### src/rtl/jtag_unlock_ctrl.sv
// Debug-port unlock controller feeding the JTAG lock register; grant pulse appears one cycle after the check cycle.
// key_ready is high only in LOCKED, so attempts wait during check, unlocked session and lockout.
module jtag_unlock_ctrl #(
  parameter int               KEY_W          = 16,
  parameter logic [KEY_W-1:0] UNLOCK_KEY     = 16'hA5C3,
  parameter int               MAX_TRIES      = 3,
  parameter int               LOCKOUT_CYCLES = 64,
  parameter int               SESSION_CYCLES = 256
) (
  input  logic                             clk,
  input  logic                             reset,
  input  logic                             key_valid,
  input  logic [KEY_W-1:0]                 key_data,
  output logic                             key_ready,
  input  logic                             relock_req,
  input  logic                             dbg_activity,
  output logic                             lock_en,
  output logic                             lock_value,
  output logic                             unlocked,
  output logic                             lockout,
  output logic [$clog2(MAX_TRIES+1)-1:0]   fail_count
);

  localparam int FC_W   = $clog2(MAX_TRIES + 1);
  localparam int TMR_W  = $clog2(LOCKOUT_CYCLES + 1);
  localparam int IDLE_W = $clog2(SESSION_CYCLES + 2);
  localparam logic [FC_W-1:0]   FC_MAX    = FC_W'(MAX_TRIES);
  localparam logic [TMR_W-1:0]  TMR_LOAD  = TMR_W'(LOCKOUT_CYCLES);
  localparam logic [TMR_W-1:0]  TMR_LAST  = TMR_W'(1);
  localparam logic [IDLE_W-1:0] IDLE_LAST = IDLE_W'((SESSION_CYCLES == 0) ? 0 : SESSION_CYCLES - 1);
  localparam bit                SESSION_EN = (SESSION_CYCLES != 0);

  typedef enum logic [1:0] {
    ST_LOCKED   = 2'd0,
    ST_CHECK    = 2'd1,
    ST_UNLOCKED = 2'd2,
    ST_LOCKOUT  = 2'd3
  } state_t;

  state_t              state_q, state_d;
  logic [KEY_W-1:0]    key_q, key_d;
  logic                lock_en_q, lock_en_d;
  logic                lock_value_q, lock_value_d;
  logic [FC_W-1:0]     fail_count_q, fail_count_d;
  logic [TMR_W-1:0]    lock_tmr_q, lock_tmr_d;
  logic [IDLE_W-1:0]   idle_q, idle_d;

  logic                key_match;
  logic [FC_W-1:0]     fail_inc;
  logic                session_timeout;

  assign key_match       = (key_q == UNLOCK_KEY);
  assign fail_inc        = (fail_count_q == FC_MAX) ? fail_count_q : fail_count_q + 1'b1;
  assign session_timeout = SESSION_EN && (idle_q == IDLE_LAST) && !dbg_activity;

  // lock_en resets high so the downstream register loads "locked" on the first edge after reset
  always_ff @(posedge clk or posedge reset) begin
    if (reset) begin
      state_q      <= ST_LOCKED;
      key_q        <= '0;
      lock_en_q    <= 1'b1;
      lock_value_q <= 1'b0;
      fail_count_q <= '0;
      lock_tmr_q   <= '0;
      idle_q       <= '0;
    end else begin
      state_q      <= state_d;
      key_q        <= key_d;
      lock_en_q    <= lock_en_d;
      lock_value_q <= lock_value_d;
      fail_count_q <= fail_count_d;
      lock_tmr_q   <= lock_tmr_d;
      idle_q       <= idle_d;
    end
  end

  always_comb begin
    state_d = state_q;
    case (state_q)
      ST_LOCKED: begin
        if (key_valid) state_d = ST_CHECK;
      end
      ST_CHECK: begin
        if (relock_req)            state_d = ST_LOCKED;
        else if (key_match)        state_d = ST_UNLOCKED;
        else if (fail_inc == FC_MAX) state_d = ST_LOCKOUT;
        else                       state_d = ST_LOCKED;
      end
      ST_UNLOCKED: begin
        if (relock_req || session_timeout) state_d = ST_LOCKED;
      end
      ST_LOCKOUT: begin
        if (lock_tmr_q <= TMR_LAST) state_d = ST_LOCKED;
      end
      default: state_d = ST_LOCKED;
    endcase
  end

  always_comb begin
    key_d        = key_q;
    lock_en_d    = 1'b0;
    lock_value_d = lock_value_q;
    fail_count_d = fail_count_q;
    lock_tmr_d   = lock_tmr_q;
    idle_d       = idle_q;
    case (state_q)
      ST_LOCKED: begin
        if (key_valid) key_d = key_data;
      end
      ST_CHECK: begin
        idle_d    = '0;
        lock_en_d = 1'b1;
        if (relock_req) begin
          lock_value_d = 1'b0;
        end else if (key_match) begin
          lock_value_d = 1'b1;
          fail_count_d = '0;
        end else begin
          lock_value_d = 1'b0;
          fail_count_d = fail_inc;
          if (fail_inc == FC_MAX) lock_tmr_d = TMR_LOAD;
        end
      end
      ST_UNLOCKED: begin
        if (relock_req || session_timeout) begin
          lock_en_d    = 1'b1;
          lock_value_d = 1'b0;
          idle_d       = '0;
        end else if (dbg_activity) begin
          idle_d = '0;
        end else if (idle_q != '1) begin
          idle_d = idle_q + 1'b1;
        end
      end
      ST_LOCKOUT: begin
        // lock is already 0 here, so leaving lockout needs no pulse
        lock_tmr_d = lock_tmr_q - 1'b1;
        if (lock_tmr_q <= TMR_LAST) fail_count_d = '0;
      end
      default: ;
    endcase
  end

  assign key_ready  = (state_q == ST_LOCKED);
  assign unlocked   = (state_q == ST_UNLOCKED);
  assign lockout    = (state_q == ST_LOCKOUT);
  assign lock_en    = lock_en_q;
  assign lock_value = lock_value_q;
  assign fail_count = fail_count_q;

endmodule

### config.mk
export PLATFORM = sky130hd
export DESIGN_NAME = jtag_unlock_ctrl
export DESIGN_NICKNAME = d
export VERILOG_FILES = /design/src/rtl/jtag_unlock_ctrl.sv
export SDC_FILE = /design/constraint.sdc
export NUM_CORES = 1
export LEC_CHECK = 0
export ABC_AREA = 1
export ABC_CLOCK_PERIOD_IN_PS = 1900
export CAP_MARGIN = 20
export CORE_UTILIZATION = 49
export DETAILED_ROUTE_END_ITERATION = 8
export PLACE_DENSITY = 0.75
export SYNTH_ARGS = -nofsm -noshare
export SYNTH_HDL_FRONTEND = slang
export SYNTH_SLANG_ARGS = --single-unit
### constraint.sdc
create_clock -name clk -period 1.9 [get_ports clk]
set_input_delay 0.19 -clock clk [delete_from_list [all_inputs] [get_ports clk]]
set_output_delay 0.19 -clock clk [all_outputs]
set_load 0.01 [all_outputs]
# Yosys cells after proc, flatten, opt, wreduce, memory -nomap -nowiden
# Cells that the tools add are included.
[word_totals]
in_bits = 21
elab_cells = 63
out_inout_bits = 7
regBits = 38
[classes]
addsub = 3
n_eq_ne = 15
n_mux = 25
n_reduce_logical = 12
n_lt_le_gt_ge = 1
[op_table]
columns = ["cell", "n"]
rows = [
  ["$mux W9", 3],
  ["$mux W7", 3],
  ["$mux W2", 9],
  ["$pmux W9 S2", 1],
  ["$eq A16 B16 Y1 const B", 1],
  ["$pmux W7 S2", 1],
  ["$add A9 B1 Y9 const B", 1],
  ["$eq A9 B8 Y1 const B", 1],
  ["$ne A9 B9 Y1 const B", 1],
  ["$eq A2 B2 Y1 const B", 4],
  ["$ne A2 B2 Y1 const B", 4],
  ["$pmux W2 S4", 1],
  ["$le A7 B1 Y1 const B", 1],
  ["$sub A7 B1 Y7 const B", 1],
  ["$reduce_and A2 Y1", 3],
  ["$reduce_and A3 Y1", 2],
  ["$mux W1", 4],
  ["$ne A2 B1 Y1 const B", 2],
  ["$ne A4 B2 Y1 const B", 1],
  ["$pmux W1 S2", 2],
  ["$pmux W2 S2", 1],
  ["$reduce_and A4 Y1", 1],
  ["$reduce_bool A2 Y1", 2],
  ["$add A2 B1 Y2 const B", 1],
  ["other kinds (5)", 5],
]

# Longest topological paths before layout
[logic_depth]
ltp_word = 7
mapped_depth = 14
depth_no_buf = 14

# Least setup slack after synthesis
# OpenSTA, ideal clock, no wires.
[synth_timing]
kind = "reg2reg"
from = "register idle_q[0]"
to = "register lock_value_q, in the netlist lock_value"
required_time_ps = 1774
path_stages_with_launch = 11
setup_time_ps = 126
slack_ps = 10
synth_period_minus_slack_ps = 1890
path_buffers = 0
arrival_ps = 1764
path_cell_list = "dfrtp_1 -> ha_1 -> nand3_1 -> nor2_1 -> inv_1 -> nor4_1 -> ha_1 -> a21oi_4 -> or2_2 -> nand3b_1 -> o21ai_0"
[synth_between]
elab_chain_len = 5
[synth_rtl]
columns = ["item", "line_no", "text"]
rows = [
  ["start, declared", "46", "logic [IDLE_W-1:0] idle_q, idle_d;"],
  ["start signal, assigned", "73", "idle_q <= idle_d;"],
  ["$eq A9 B8 Y1", "54", "assign session_timeout = SESSION_EN && (idle_q == IDLE_LAST) && !dbg_activity;"],
  ["$logic_and A1 B1 Y1", "54", ""],
  ["$logic_or A1 B1 Y1", "125", "if (relock_req || session_timeout) begin"],
  ["$ne A2 B1 Y1 (no source line)", "n/a", ""],
  ["$reduce_and A2 Y1 (no source line)", "n/a", ""],
  ["end signal, assigned", "70", "lock_value_q <= lock_value_d;"],
  ["end, declared", "43", "logic lock_value_q, lock_value_d;"],
]
# No other way between the ends.
# A chain may end at the register's enable or synchronous reset.

# Worst setup path after layout
[layout_timing]
from = "register state_q[1]"
to = "output key_ready"
[layout_between]
elab_chain_len = 1
[layout_rtl]
columns = ["item", "line_no", "text"]
rows = [
  ["start, declared", "40", "state_t state_q, state_d;"],
  ["start signal, assigned", "67", "state_q <= state_d;"],
  ["$logic_not A2 Y1", "144", "assign key_ready = (state_q == ST_LOCKED);"],
  ["end, declared", "14", "output logic key_ready,"],
]
# No other way between the ends.

==> out/qor.yml <==
p_switching_uw: 1490
gp_congestion: 0.774
synth_common_cells: "nand2_1 (53), dfrtp_1 (37), inv_1 (27)"
drt_pass1_iterations: 6
peakVddDrop_mv: 0.747
synth_top_area_cell: "dfrtp_1"
synth.most_common_cell: "nand2_1"
grt_max_degree: 39
finalMaxSlewViolations: 0
crit_arrival_ns: 1.62
synth-seq-cells: 38
finalHoldViolCount: 0
netlist_top_cells_area: "dfrtp_1 (44%), nand2_1 (9.4%), ha_1 (5.3%), inv_1 (4.8%), mux2_2 (4.8%)"
power_density_nw_per_um2: 1470
grt_usage_pct: 20.5
timing.max_cap.violations: 0
clockPowerShare_pct: 21.4
cts_tree: "yes"
finClkSkew_ns: 0.00984
period_needed_ns: 1.81
fin_cells: 338
viasPerCell: 4.90
htreeDepth: 2
finish.utilization_pct: 66.7
yosys_most_used_dff: "dfrtp_1"
p_total_uw: 3990
start_kind: "flip-flop"
p_sw_share_pct: 37.3
leakagePower_uw: 0.00130
internal-power_uw: 2500
clock_latency_ns: 0.30
post-synth-top-area-fraction_pct: 43.8
run_status: "finished, final reports clean"
period_share_pct: 95.5
worstMarginPinSlew_ns: 0.474
grt_pass1_wl_um: 6950
cts.sinks: 38
cts_buffer_depth: 2
endpoint_kind: "primary output"
worstSetupPathType: "reg -> out"
synth_edf_count: 0
worst-path-max-fanout: 4
drtIter0Drc: 64
synthCells: 245
drive_above_1_share_pct: 25.0
numCtsBuffers: 5
grt_pass1_vias: 1614
die_w_um: 67.7
synth.distinct_cells: 29
clkTransAtPathRegs_ns: 0.08
slowest_delay_ns: 0.55
core_um2: 4090
portBuffers: 27
dp_cells: 328
die_h_um: 67.7
synth_area_um2: 2120
setup_viol: 0
async_flop_share_pct: 100
wirelength_um: 4060
pwr-share-seq_pct: 34.1
antenna_found_initial: 0
fp-row-count: 23
stdcell_area_um2: 2720
syn_avg_cell_area_um2: 8.64
fin_nets: 317
dp_hpwl_um: 2850
synth-seq-area-share_pct: 45.0
cpMaxStageDelayCell: "clkdlybuf4s50_1"
wl_per_cell_um: 12.0
diodes: 0
die-area_um2: 4580
postRouteAntennaNets: 0
start_util_pct: 51.8
worst_ep_required_time_ns: 1.71
syn_nets: 275
place_area_um2: 2490
boundaryPins: 28
drc: 0
p_comb_share_pct: 44.4
num_vias: 1657
worstPathCellList: "inv_1, ha_2, clkdlybuf4s50_1"
holdCritPathClass: "in -> async"
hold_buffers: 0
slew_headroom_pct: 68.4
cts_root_buffer: "clkbuf_8"
area_growth_pct: 28.7
synth_warnings: 0
max_freq_mhz: 551
grt_overflow: 0
rsz0062_at_grt: "true"
worst paths after layout:
kind | from | end | slack (ns) | cells after the start
hold / removal | reset | key_q[12] | 0.29 | 3
setup reg to reg | idle_q[0] | idle_q[7] | 0.10 | 13
min in group clk | key_data[8] | key_q[8] | 0.47 | 3
max in group asynchronous | reset | lock_en | 1.24 | 3
hold reg to reg | key_q[1] | key_q[1] | 0.51 | 1
setup / recovery | state_q[1] | key_ready | 0.09 | 3
area by class of cell:
cell class,count,area (um2)
inverters,33,124
multi-input cells,173,1100
well taps,50,62.6
flip-flops and latches,38,952
clock buffers,6,82.6
repair buffers,36,338
fillers,337,1360
clock inverters,2,60.1
metrics by stage:
step                      setup slack (ns)  hold WS [ns]   TNS (ns)
after detailed placement            -0.180         0.495      -1.47
after CTS                        -0.000999         0.313  -0.000999
after global placement             -0.0280         0.490    -0.0317
after global routing               -0.0536         0.374     -0.141
after floorplan                    0.00964         0.339          0
final                               0.0855         0.291          0
worst max-delay path, delay by kind of cell (launching register included):
family	cells	cell delay [ns]
flip-flops	1	0.46
adder cells (fa/ha/maj)	1	0.22
buffers and inverters	2	0.66
power groups by stage:
| stage | Clock, uW | Sequential, uW | Combinational [uW] |
|---|---|---|---|
| 2_1_floorplan | 0 | 1320 | 1350 |
| 3_3_place_gp | 0 | 1360 | 1690 |
| 3_5_place_dp | 0 | 1370 | 1730 |
| 4_1_cts | 872 | 1350 | 1750 |
| 5_1_grt | 901 | 1410 | 2030 |
| 6_report | 855 | 1360 | 1770 |
timing repair:
action,4_1_cts,5_1_grt
pin swaps,2,1
buffers inserted,1,1
endpoints found under the setup margin,13,15
resized for setup,7,13
registers in the layout (all words and copies together), names as in the netlist:
name	cells
key_q	16
lock_value	1
lock_tmr_q	7
lock_en	1
state_q	2
idle_q	9
fail_count	2
logic make-up after synthesis:
| logic type | share of synthesized area [%] |
|---|---|
| AND/OR/NAND/NOR | 27.7 |
| flip-flops | 45.0 |
| buffers and inverters | 6.39 |
| AO/OA/AOI/OAI | 5.85 |
| multiplexers | 7.63 |
| adder cells (fa/ha/maj) | 5.32 |
| XOR/XNOR | 2.07 |
placed cells by master (no fill, tap or decap), types with 2 or more instances in the layout:
master           Yosys  layout
nand4_1              2       2
mux2_4               4       4
buf_4                0       9
mux2_2               9       9
ha_4                 0       2
nand3_1             19      17
xnor2_1              2       2
o21ai_1              9       9
ha_2                 0       4
nor2_2               7       7
nor2_1              25      24
dfrtp_1             37      37
nand2_1             53      52
o21ai_0              4       3
nand2_4              3       3
clkbuf_8             0       6
a21oi_1              7       7
inv_1               27      25
xor2_1               3       3
nand2_2              6       7
ha_1                 9       3
inv_2                5       7
nand3_2              0       2
clkdlybuf4s50_1      0      27
bufinv_16            0       2
nor2_4               3       4
per-layer routing:
metal	global-route usage, %	vias to the layer above	routed length, um
met5	0	-	0
met4	7.18	0	60
met3	4.56	6	100
met2	33.8	24	1930
met1	26.3	766	1970
li1	-	861	-
Power figures use the tool's default switching activity.
